**src/rtl/cfs_synch_filt.sv**
```systemverilog
// cfs_synch_filt: per-channel multi-flop synchronizer with a persistence
// filter and registered rise/fall/changed pulses.
module cfs_synch_filt #(
    parameter int                    DATA_WIDTH    = 32,
    parameter int                    STAGES        = 2,
    parameter int                    FILTER_CYCLES = 1,
    parameter logic [DATA_WIDTH-1:0] RESET_VALUE   = '0
) (
    input  logic                  clk,
    input  logic                  reset,
    input  logic [DATA_WIDTH-1:0] i,
    output logic [DATA_WIDTH-1:0] o,
    output logic [DATA_WIDTH-1:0] o_rise,
    output logic [DATA_WIDTH-1:0] o_fall,
    output logic                  o_changed
);

    localparam int CW = (FILTER_CYCLES > 1) ? $clog2(FILTER_CYCLES) : 1;
    localparam logic [CW-1:0] CMAX = CW'(FILTER_CYCLES - 1);

    if (STAGES < 2 || STAGES > 8) begin : g_bad_stages
        $error("cfs_synch_filt: STAGES must be in 2..8");
    end
    if (FILTER_CYCLES < 1 || FILTER_CYCLES > 16) begin : g_bad_filter
        $error("cfs_synch_filt: FILTER_CYCLES must be in 1..16");
    end
    if (DATA_WIDTH < 1) begin : g_bad_width
        $error("cfs_synch_filt: DATA_WIDTH must be at least 1");
    end

    logic [DATA_WIDTH-1:0] stage_q [STAGES];
    logic [DATA_WIDTH-1:0] sync;
    logic [CW-1:0]         cnt_q   [DATA_WIDTH];
    logic [CW-1:0]         cnt_d   [DATA_WIDTH];
    logic [DATA_WIDTH-1:0] o_d;
    logic [DATA_WIDTH-1:0] rise_d;
    logic [DATA_WIDTH-1:0] fall_d;

    assign sync = stage_q[STAGES-1];

    // Synchronizer chain: stage 0 samples i, each later stage its predecessor.
    always_ff @(posedge clk) begin
        if (reset) begin
            for (int s = 0; s < STAGES; s++) begin
                stage_q[s] <= RESET_VALUE;
            end
        end else begin
            stage_q[0] <= i;
            for (int s = 1; s < STAGES; s++) begin
                stage_q[s] <= stage_q[s-1];
            end
        end
    end

    // Filter decision: a differing value must persist FILTER_CYCLES edges.
    always_comb begin
        o_d    = o;
        rise_d = '0;
        fall_d = '0;
        for (int k = 0; k < DATA_WIDTH; k++) begin
            cnt_d[k] = '0;
            if (sync[k] != o[k]) begin
                if (cnt_q[k] == CMAX) begin
                    o_d[k]    = sync[k];
                    rise_d[k] = sync[k];
                    fall_d[k] = ~sync[k];
                end else begin
                    cnt_d[k] = cnt_q[k] + 1'b1;
                end
            end
        end
    end

    // Filtered outputs, counters and edge pulses all update together.
    always_ff @(posedge clk) begin
        if (reset) begin
            o         <= RESET_VALUE;
            o_rise    <= '0;
            o_fall    <= '0;
            o_changed <= 1'b0;
            for (int k = 0; k < DATA_WIDTH; k++) begin
                cnt_q[k] <= '0;
            end
        end else begin
            o         <= o_d;
            o_rise    <= rise_d;
            o_fall    <= fall_d;
            o_changed <= |(rise_d | fall_d);
            for (int k = 0; k < DATA_WIDTH; k++) begin
                cnt_q[k] <= cnt_d[k];
            end
        end
    end

endmodule

```
**config.mk**
```make
export PLATFORM = sky130hd
export DESIGN_NAME = cfs_synch_filt
export DESIGN_NICKNAME = d
export VERILOG_FILES = /design/src/rtl/cfs_synch_filt.sv
export SDC_FILE = /design/constraint.sdc
export NUM_CORES = 1
export LEC_CHECK = 0
export BUFFER_PORTS_ARGS = -buffer_cell sky130_fd_sc_hd__buf_2
export CORE_MARGIN = 3
export CORE_UTILIZATION = 40
export DETAILED_ROUTE_END_ITERATION = 8
export GPL_ROUTABILITY_DRIVEN = 0
export SLEW_MARGIN = 10
export SYNTH_ARGS = -nofsm -noshare
export SYNTH_HDL_FRONTEND = slang
export SYNTH_SLANG_ARGS = --single-unit
```
**constraint.sdc**
```tcl
create_clock -name clk -period 3.3 [get_ports clk]
set_input_delay 0.66 -clock clk [delete_from_list [all_inputs] [get_ports clk]]
set_output_delay 0.66 -clock clk [all_outputs]
set_load 0.03 [all_outputs]
```
; Word-level counts from Yosys, hierarchy flattened
; Memory sizes are Yosys's and may differ from the RTL's.
; Cells that the tools add are included.
; Widths: inputs -> output; s select.
[op_classes]
n_addsub = 32
n_eq_ne = 32
muxes = 229
bitwise = 99
n_reduce_logical = 33
[ops]
columns = op, count
row1 = $mux 1, 227
row2 = $mux 32, 2
row3 = $not 1->1, 64
row4 = $reduce_and 2->1, 32
row5 = $or 1x1->1, 34
row6 = $add 1x1->1 const B, 32
row7 = $ne 1x1->1, 32
row8 = $or 32x32->32, 1
row9 = $reduce_or 32->1, 1
[totals]
regBits = 97
ramBits = 96
in_bits = 34
output_inout_bits = 97
wordCells = 462
n_memories = 2
[mem_list]
columns = name, depth, word_bits, rd, rd_clocked_by_memory_dff, wr, line
row1 = stage_q, 2, 32, 2, 0, 2, 31  ; logic [DATA_WIDTH-1:0] stage_q [STAGES];
row2 = cnt_q, 32, 1, 32, 0, 32, 33  ; logic [CW-1:0] cnt_q [DATA_WIDTH];

; Depth between registers and ports, before layout
; Gate-level depths: netlist of run 1.
[logic_depth]
word_depth = 5
mapped_depth = 5
mapped_depth_nobuf = 5

; Least setup slack after synthesis of run 1
; Ideal clock, no wire load.
[synth_timing]
kind = reg-to-reg
start = reg o[27]
end = reg o_changed
setup_ns = 0.127
arrival_ns = 1.333
required_ns = 3.173
setup_slack_ns = 1.840
stages_incl_launch_ff = 6
n_path_buf = 0
period_less_slack_ns = 1.460
path_cell_list = dfxtp_1 > inv_1 > ha_1 > nand4_1 > nor4_1 > a21oi_1
[synth_between]
elab_chain_cells = 4
word_cells_on_any_way = 5
cone_classes = eq/ne (1) / mux (2) / bitwise (1) / reduce/logical (1)
[synth_rtl]
columns = item, line
row1 = start: declaration, 12  ; output logic [DATA_WIDTH-1:0] o,
row2 = start signal: assignment, 77  ; o <= RESET_VALUE;
row3 = start signal: assignment, 85  ; o <= o_d;
row4 = $ne 1x1->1 (*), 62  ; if (sync[k] != o[k]) begin
row5 = $mux 1, 62
row6 = $or 32x32->32 (*), 88  ; o_changed <= |(rise_d | fall_d);
row7 = $reduce_or 32->1 (*), 88
row8 = end signal: assignment, 88
row9 = end: declaration, 15  ; output logic o_changed
; Every way passes the cells marked *; elsewhere a longest branch is shown, timed or not.
; A chain may end at the register's enable or synchronous reset.

; Final worst setup path of run 1
[layout_timing]
start = reg o[12]
end = out o[12]
; No word-level cell between the ends.

==> impl_metrics.tcl, run 1 <==
set metrics [dict create \
    status "finished, final reports clean" \
    path_class "register to output pin" \
    vias 3526 \
    min_path_type "register to register" \
    syn2layout_area_growth_pct 22.0 \
    grt_first_pass_wirelength_um 16400 \
    grt_max_degree 81 \
    track_usage 0.126 \
    clk_pin_slew_ps 60 \
    final_cell_mix "161 x dfxtp_1, 129 x buf_2, 68 x nor2b_1, 64 x inv_1, 64 x ha_1" \
    setup_violations 0 \
    fillers 1367 \
    setup-tns-final_ps 0 \
    reg2reg_depth 5 \
    initialDrtViolationCount 94 \
    cts_buffer_depth 2 \
    placementRows 44 \
    synth_nets 608 \
    ys.warnings.count 0 \
    regToRegSetupSlack_ps 1680 \
    grt_pass1_vias 3538 \
    tightest_slew_ps 752 \
    required_ps 2640 \
    cp-end-kind "output pin" \
    post-route-period-util 0.513 \
    p_leak_nw 3.56 \
    synthDistinctLibCells 15 \
    vdd_drop_max_v 0.000325 \
    pin_count 131 \
    antenna_cells 0 \
    worst_path_largest_cell_delay_ps 400 \
    r2r-start "o[7]" \
    coreArea_um2 14800 \
    cts_root_buf "clkbuf_16" \
    crit_family "flip-flops" \
    crit_slowest_cell "dfxtp_1" \
    numCtsBuffers 17 \
    fin_skew_ps 6.88 \
    grt_overflow 0 \
    pwr_density_cell_nw_per_um2 575 \
    die_h_um 130 \
    cts_tree "yes" \
    crit_arrival_ps 1030 \
    synth_area_um2 6130 \
    cts_sinks 161 \
    cp_cell_sequence "buf_2" \
    dp_hpwl_um 7240 \
    worstSetupStartpointType "register" \
    clock_latency_ps 410 \
    maxSlewHeadroom 0.499 \
    fp.dieW_um 130 \
    hp-start "stage_q[0][25]" \
    holdPathEnd "stage_q[0][57]" \
    cts_hold_buf 0 \
    io_buffers 130 \
    final_util 0.506 \
    wl_per_cell_um 11.9 \
    hold_viol 0 \
    maxCapViolations 0 \
    fin_crit_ps 1690 \
    synthCells 510 \
    cts_setup_buffers 0 \
    synth_seq_cells 161 \
    whs_path_depth 1 \
    cp_max_fo 4 \
    syn-mean-instance-area_um2 12.0 \
    vias_per_cell 4.19 \
    htreeDepth 4 \
    drtAntennaViolNets 0 \
    drive_gt1_frac 0.342 \
    max_freq_mhz 591 \
    route.detailed.drc 0 \
    dr.pass1.iters 4 \
    critPathBufInv 1 \
    seq_area_frac_synth 0.526 \
    initial_core_util 0.415 \
    regToRegEndpoint "o_changed" \
    die-area_um2 16800 \
    antenna_found_initial 1 \
    ctsResizeCount 0 \
    maxSlewViolCount 0 \
    final_common_cell "dfxtp_1" \
    wl_um 10000 \
    rsz0062_at_grt "false" \
    fin_nets 744 \
]
## synth_stat cells
library cell  count  share of area
nor2b_1          68          0.069
a21oi_1           1        0.00082
buf_6             6          0.011
mux2i_1          32          0.052
nor2b_2          20          0.029
ha_1             64           0.13
nor2_1           32          0.020
buf_12            5          0.016
nor4_1            2         0.0020
nor2b_4          40          0.090
inv_1            64          0.039
nand4_1           8         0.0082
clkbuf_2          1        0.00082
dfxtp_1         161           0.53
buf_2             6         0.0049
## sequential cells by signal, summed over array words and instances, names as in the netlist
| register | cells |
|---|---|
| o_rise | 32 |
| o | 32 |
| o_fall | 32 |
| stage_q | 64 |
| o_changed | 1 |
## how the worst max path moves through the flow
stage                     startpoint   endpoint  cells after the start
final                          o[12]      o[12]                      1
after global routing            o[8]  o_changed                      5
after CTS                      o[12]      o[12]                      1
after detailed placement       reset      o[31]                      3
after global placement         reset       o[5]                      3
after floorplan                o[27]  o_changed                      5
## power by group
part	internal, W	total [W]	switching [W]
clock network	0.00127	0.00201	0.000736
logic	0.000115	0.000262	0.000147
registers	0.00200	0.00203	0.0000254
## per-layer routing
layer / global-route usage / vias to the layer above / share of wire
li1: - / 1829 / -
met5: 0 / - / 0.0013
met3: 0.0446 / 21 / 0.057
met1: 0.151 / 1587 / 0.45
met4: 0.0685 / 2 / 0.027
met2: 0.199 / 87 / 0.46
## worst reg2reg max path, stage by stage, from the launching register on
cell and delay [ps]:
dfxtp_1 370, inv_1 60, ha_1 320, nand4_1 170
nor4_1 430, a21oi_1 130
## cells by family (layout without fill, tap and decap cells)
group                    count (synthesis)  after routing  synth area share
AND/OR/NAND/NOR                        170            170             0.218
flip-flops                             161            161             0.526
buffers and inverters                   82            230            0.0723
adder cells (fa/ha/maj)                 64             64             0.131
multiplexers                            32             32            0.0523
AO/OA/AOI/OAI                            1              1          0.000816
## per-stage QoR
step	hold WS, ps	power (W)	cells	area (µm²)	setup slack [ps]
floorplan	414	0.00227	510	6130	1840
CTS	430	0.00437	842	7470	1580
global route	440	0.00447	842	7470	1480
detailed placement	420	0.00233	811	6860	1450
global placement	419	0.00233	811	6860	1480
finish	434	0.00430	842	7470	1610
## layout make-up
| type | instances | area (µm²) | area share |
|---|---|---|---|
| Sequential cell | 161 | 3220 | 0.431 |
| Tap cell | 184 | 230 | 0.0308 |
| Clock inverter | 12 | 165 | 0.0221 |
| Clock buffer | 19 | 443 | 0.0593 |
| Timing Repair Buffer | 135 | 709 | 0.0950 |
| Inverter | 64 | 240 | 0.0322 |
| Multi-Input combinational cell | 267 | 2460 | 0.329 |
Note: power is estimated with default switching activity, not from simulation.
==> run 2: changes to the inputs <==
Clock period 3.3 ns to 1.5 ns, I/O delays scaled along.
==> run 2 against run 1 <==
Count of clock-buffer cells in the layout unchanged. Global-route usage is 0.24 points higher. Final cell count grew 3.7%. First-iteration DRC count decreased by 11%. Critical path depth is 4 higher. Hold slack worse by 340 ps. Non-clock buffer count up 30. Total power up 130%. Setup slack lost 1500 ps. Register-to-register slack got worse by 1600 ps. Utilization up 2.4 points. Critical endpoint is now o_changed. Largest cell class unchanged.
==> impl_metrics.tcl, run 2 (synthesis results as in run 1) <==
set metrics [dict create \
    status "finished, final reports clean" \
    hold_viol 0 \
    post-route-period-util 0.950 \
    endpoint "o_changed" \
    cts_root_buf "clkbuf_16" \
    regToRegSetupSlack_ps 80 \
    combinationalPowerShare 0.065 \
    cp_max_fo 4 \
    reg2reg_depth 5 \
    maxSlewViolCount 0 \
    cts_hold_buf 0 \
    track_usage 0.129 \
    largest_register_ffs 64 \
    p_int_w 0.00770 \
    fp.dieW_um 130 \
    fin_cells 873 \
    maxSlewHeadroom 0.834 \
    cp_cell_sequence "inv_1 > ha_1 > nand4_1 > nor4_2 > a21oi_1" \
    drtAntennaViolNets 0 \
    fin_crit_ps 1420 \
    critPathLaunch "o[0]" \
    wl_per_cell_um 12.0 \
    grt_pass1_vias 3691 \
    grt_max_degree 38 \
    r2r-start "o[0]" \
    tightest_slew_ps 247 \
    final_cell_mix "154 x dfxtp_1, 129 x buf_2, 68 x nor2b_1, 64 x inv_1, 62 x ha_1" \
    pin_count 131 \
    top_register "stage_q" \
    swShare 0.211 \
    cts_buffer_depth 2 \
    fin_nets 774 \
    crit_arrival_ps 1720 \
    fillers 1276 \
    path_class "register to register" \
    vias 3659 \
    clk_pin_slew_ps 60 \
    wl_um 10400 \
    antenna_found_initial 1 \
    required_ps 1790 \
    rsz0062_at_grt "false" \
    worstSetupStartpointType "register" \
    vdd_drop_max_v 0.000660 \
    max_freq_mhz 702 \
    cts_sinks 161 \
    place_inst 842 \
    dp_hpwl_um 7670 \
    cp-end-kind "register" \
    dr.pass1.iters 4 \
    drive_gt1_frac 0.388 \
    htreeDepth 4 \
    syn2layout_area_growth_pct 27.7 \
    initialDrtViolationCount 84 \
    crit_slowest_cell "dfxtp_1" \
    min_path_type "input pin to register" \
    route.detailed.drc 0 \
    maxCapViolations 0 \
    grt_overflow 0 \
    coreArea_um2 14800 \
    die_h_um 130 \
    setup-tns-final_ps 0 \
    fin_skew_ps 5.99 \
    worst_path_largest_cell_delay_ps 370 \
    p_leak_nw 3.75 \
    pwr_density_cell_nw_per_um2 1250 \
    antenna_cells 0 \
    setup_violations 0 \
    final_common_cell "dfxtp_1" \
    vias_per_cell 4.19 \
    p_clk_frac 0.479 \
    regToRegEndpoint "o_changed" \
    die-area_um2 16800 \
    clock_latency_ps 410 \
    cts_tree "yes" \
    grt_first_pass_wirelength_um 17000 \
    final_util 0.530 \
    initial_core_util 0.415 \
    p_sw_w 0.00206 \
    power_frac_seq 0.456 \
    placementRows 44 \
    numCtsBuffers 17 \
    io_buffers 130 \
]
==> run 2: stage by stage <==
| stage | worst slack [ps] | hold WS [ps] | cell area [µm²] | total power [W] |
|---|---|---|---|---|
| floorplan | 40.1 | 414 | 6130 | 0.00500 |
| detailed placement | -108 | 424 | 7130 | 0.00518 |
| global placement | -74.5 | 417 | 7130 | 0.00517 |
| CTS | 0.623 | 69.4 | 7810 | 0.00992 |
| global route | 0.654 | 72.8 | 7820 | 0.0101 |
| finish | 75.3 | 97.8 | 7820 | 0.00976 |
==> run 2: repair_timing <==
| item | 4_1_cts | 5_1_grt |
|---|---|---|
| resized for setup | 5 | 6 |
| pin swaps | 1 | 3 |
| cloned | 0 | 0 |
| endpoints found under the setup margin | 1 | 1 |
| setup buffers | 0 | 0 |
==> run 2: final cells by class <==
type	instances	area, µm²	share of cell area
Inverter	64	240	0.0307
Tap cell	184	230	0.0294
Clock inverter	13	209	0.0267
Clock buffer	19	443	0.0566
Sequential cell	161	3230	0.413
Multi-Input combinational cell	267	2500	0.319
Timing Repair Buffer	165	972	0.124
==> run 2: worst min-delay path by stage <==
stage | end | from | slack [ps] | depth (start not counted)
final | stage_q[0][8] | i[8] | 100 | 2
after global routing | stage_q[0][10] | i[10] | 70 | 2
after CTS | stage_q[0][10] | i[10] | 70 | 2
after detailed placement | stage_q[0][32] | stage_q[0][0] | 420 | 1
after global placement | stage_q[0][34] | stage_q[0][2] | 420 | 1
after floorplan | stage_q[0][44] | stage_q[0][12] | 410 | 1
==> run 2: critical path, delay by kind of cell (launching register included) <==
family / cells / cell delay (ps)
AOI/OAI and AO/OA: 1 / 110
adders and majority gates: 1 / 330
buffers and inverters: 1 / 60
DFF: 1 / 370
and+or+nand+nor: 2 / 440
==> run 2: routing by layer <==
layer,up-vias,global-route usage,share of wire
met3,16,0.0418,0.051
met2,76,0.210,0.48
met1,1681,0.157,0.45
met5,-,0,0.00067
li1,1884,-,-
met4,2,0.0532,0.018
==> run 2: power by group through the flow <==
stage               logic, W  clock network, W  registers (W)
floorplan           0.000374                 0        0.00463
global placement    0.000626                 0        0.00454
detailed placement  0.000636                 0        0.00455
CTS                 0.000646           0.00482        0.00445
global route        0.000698           0.00498        0.00447
finish              0.000633           0.00467        0.00445
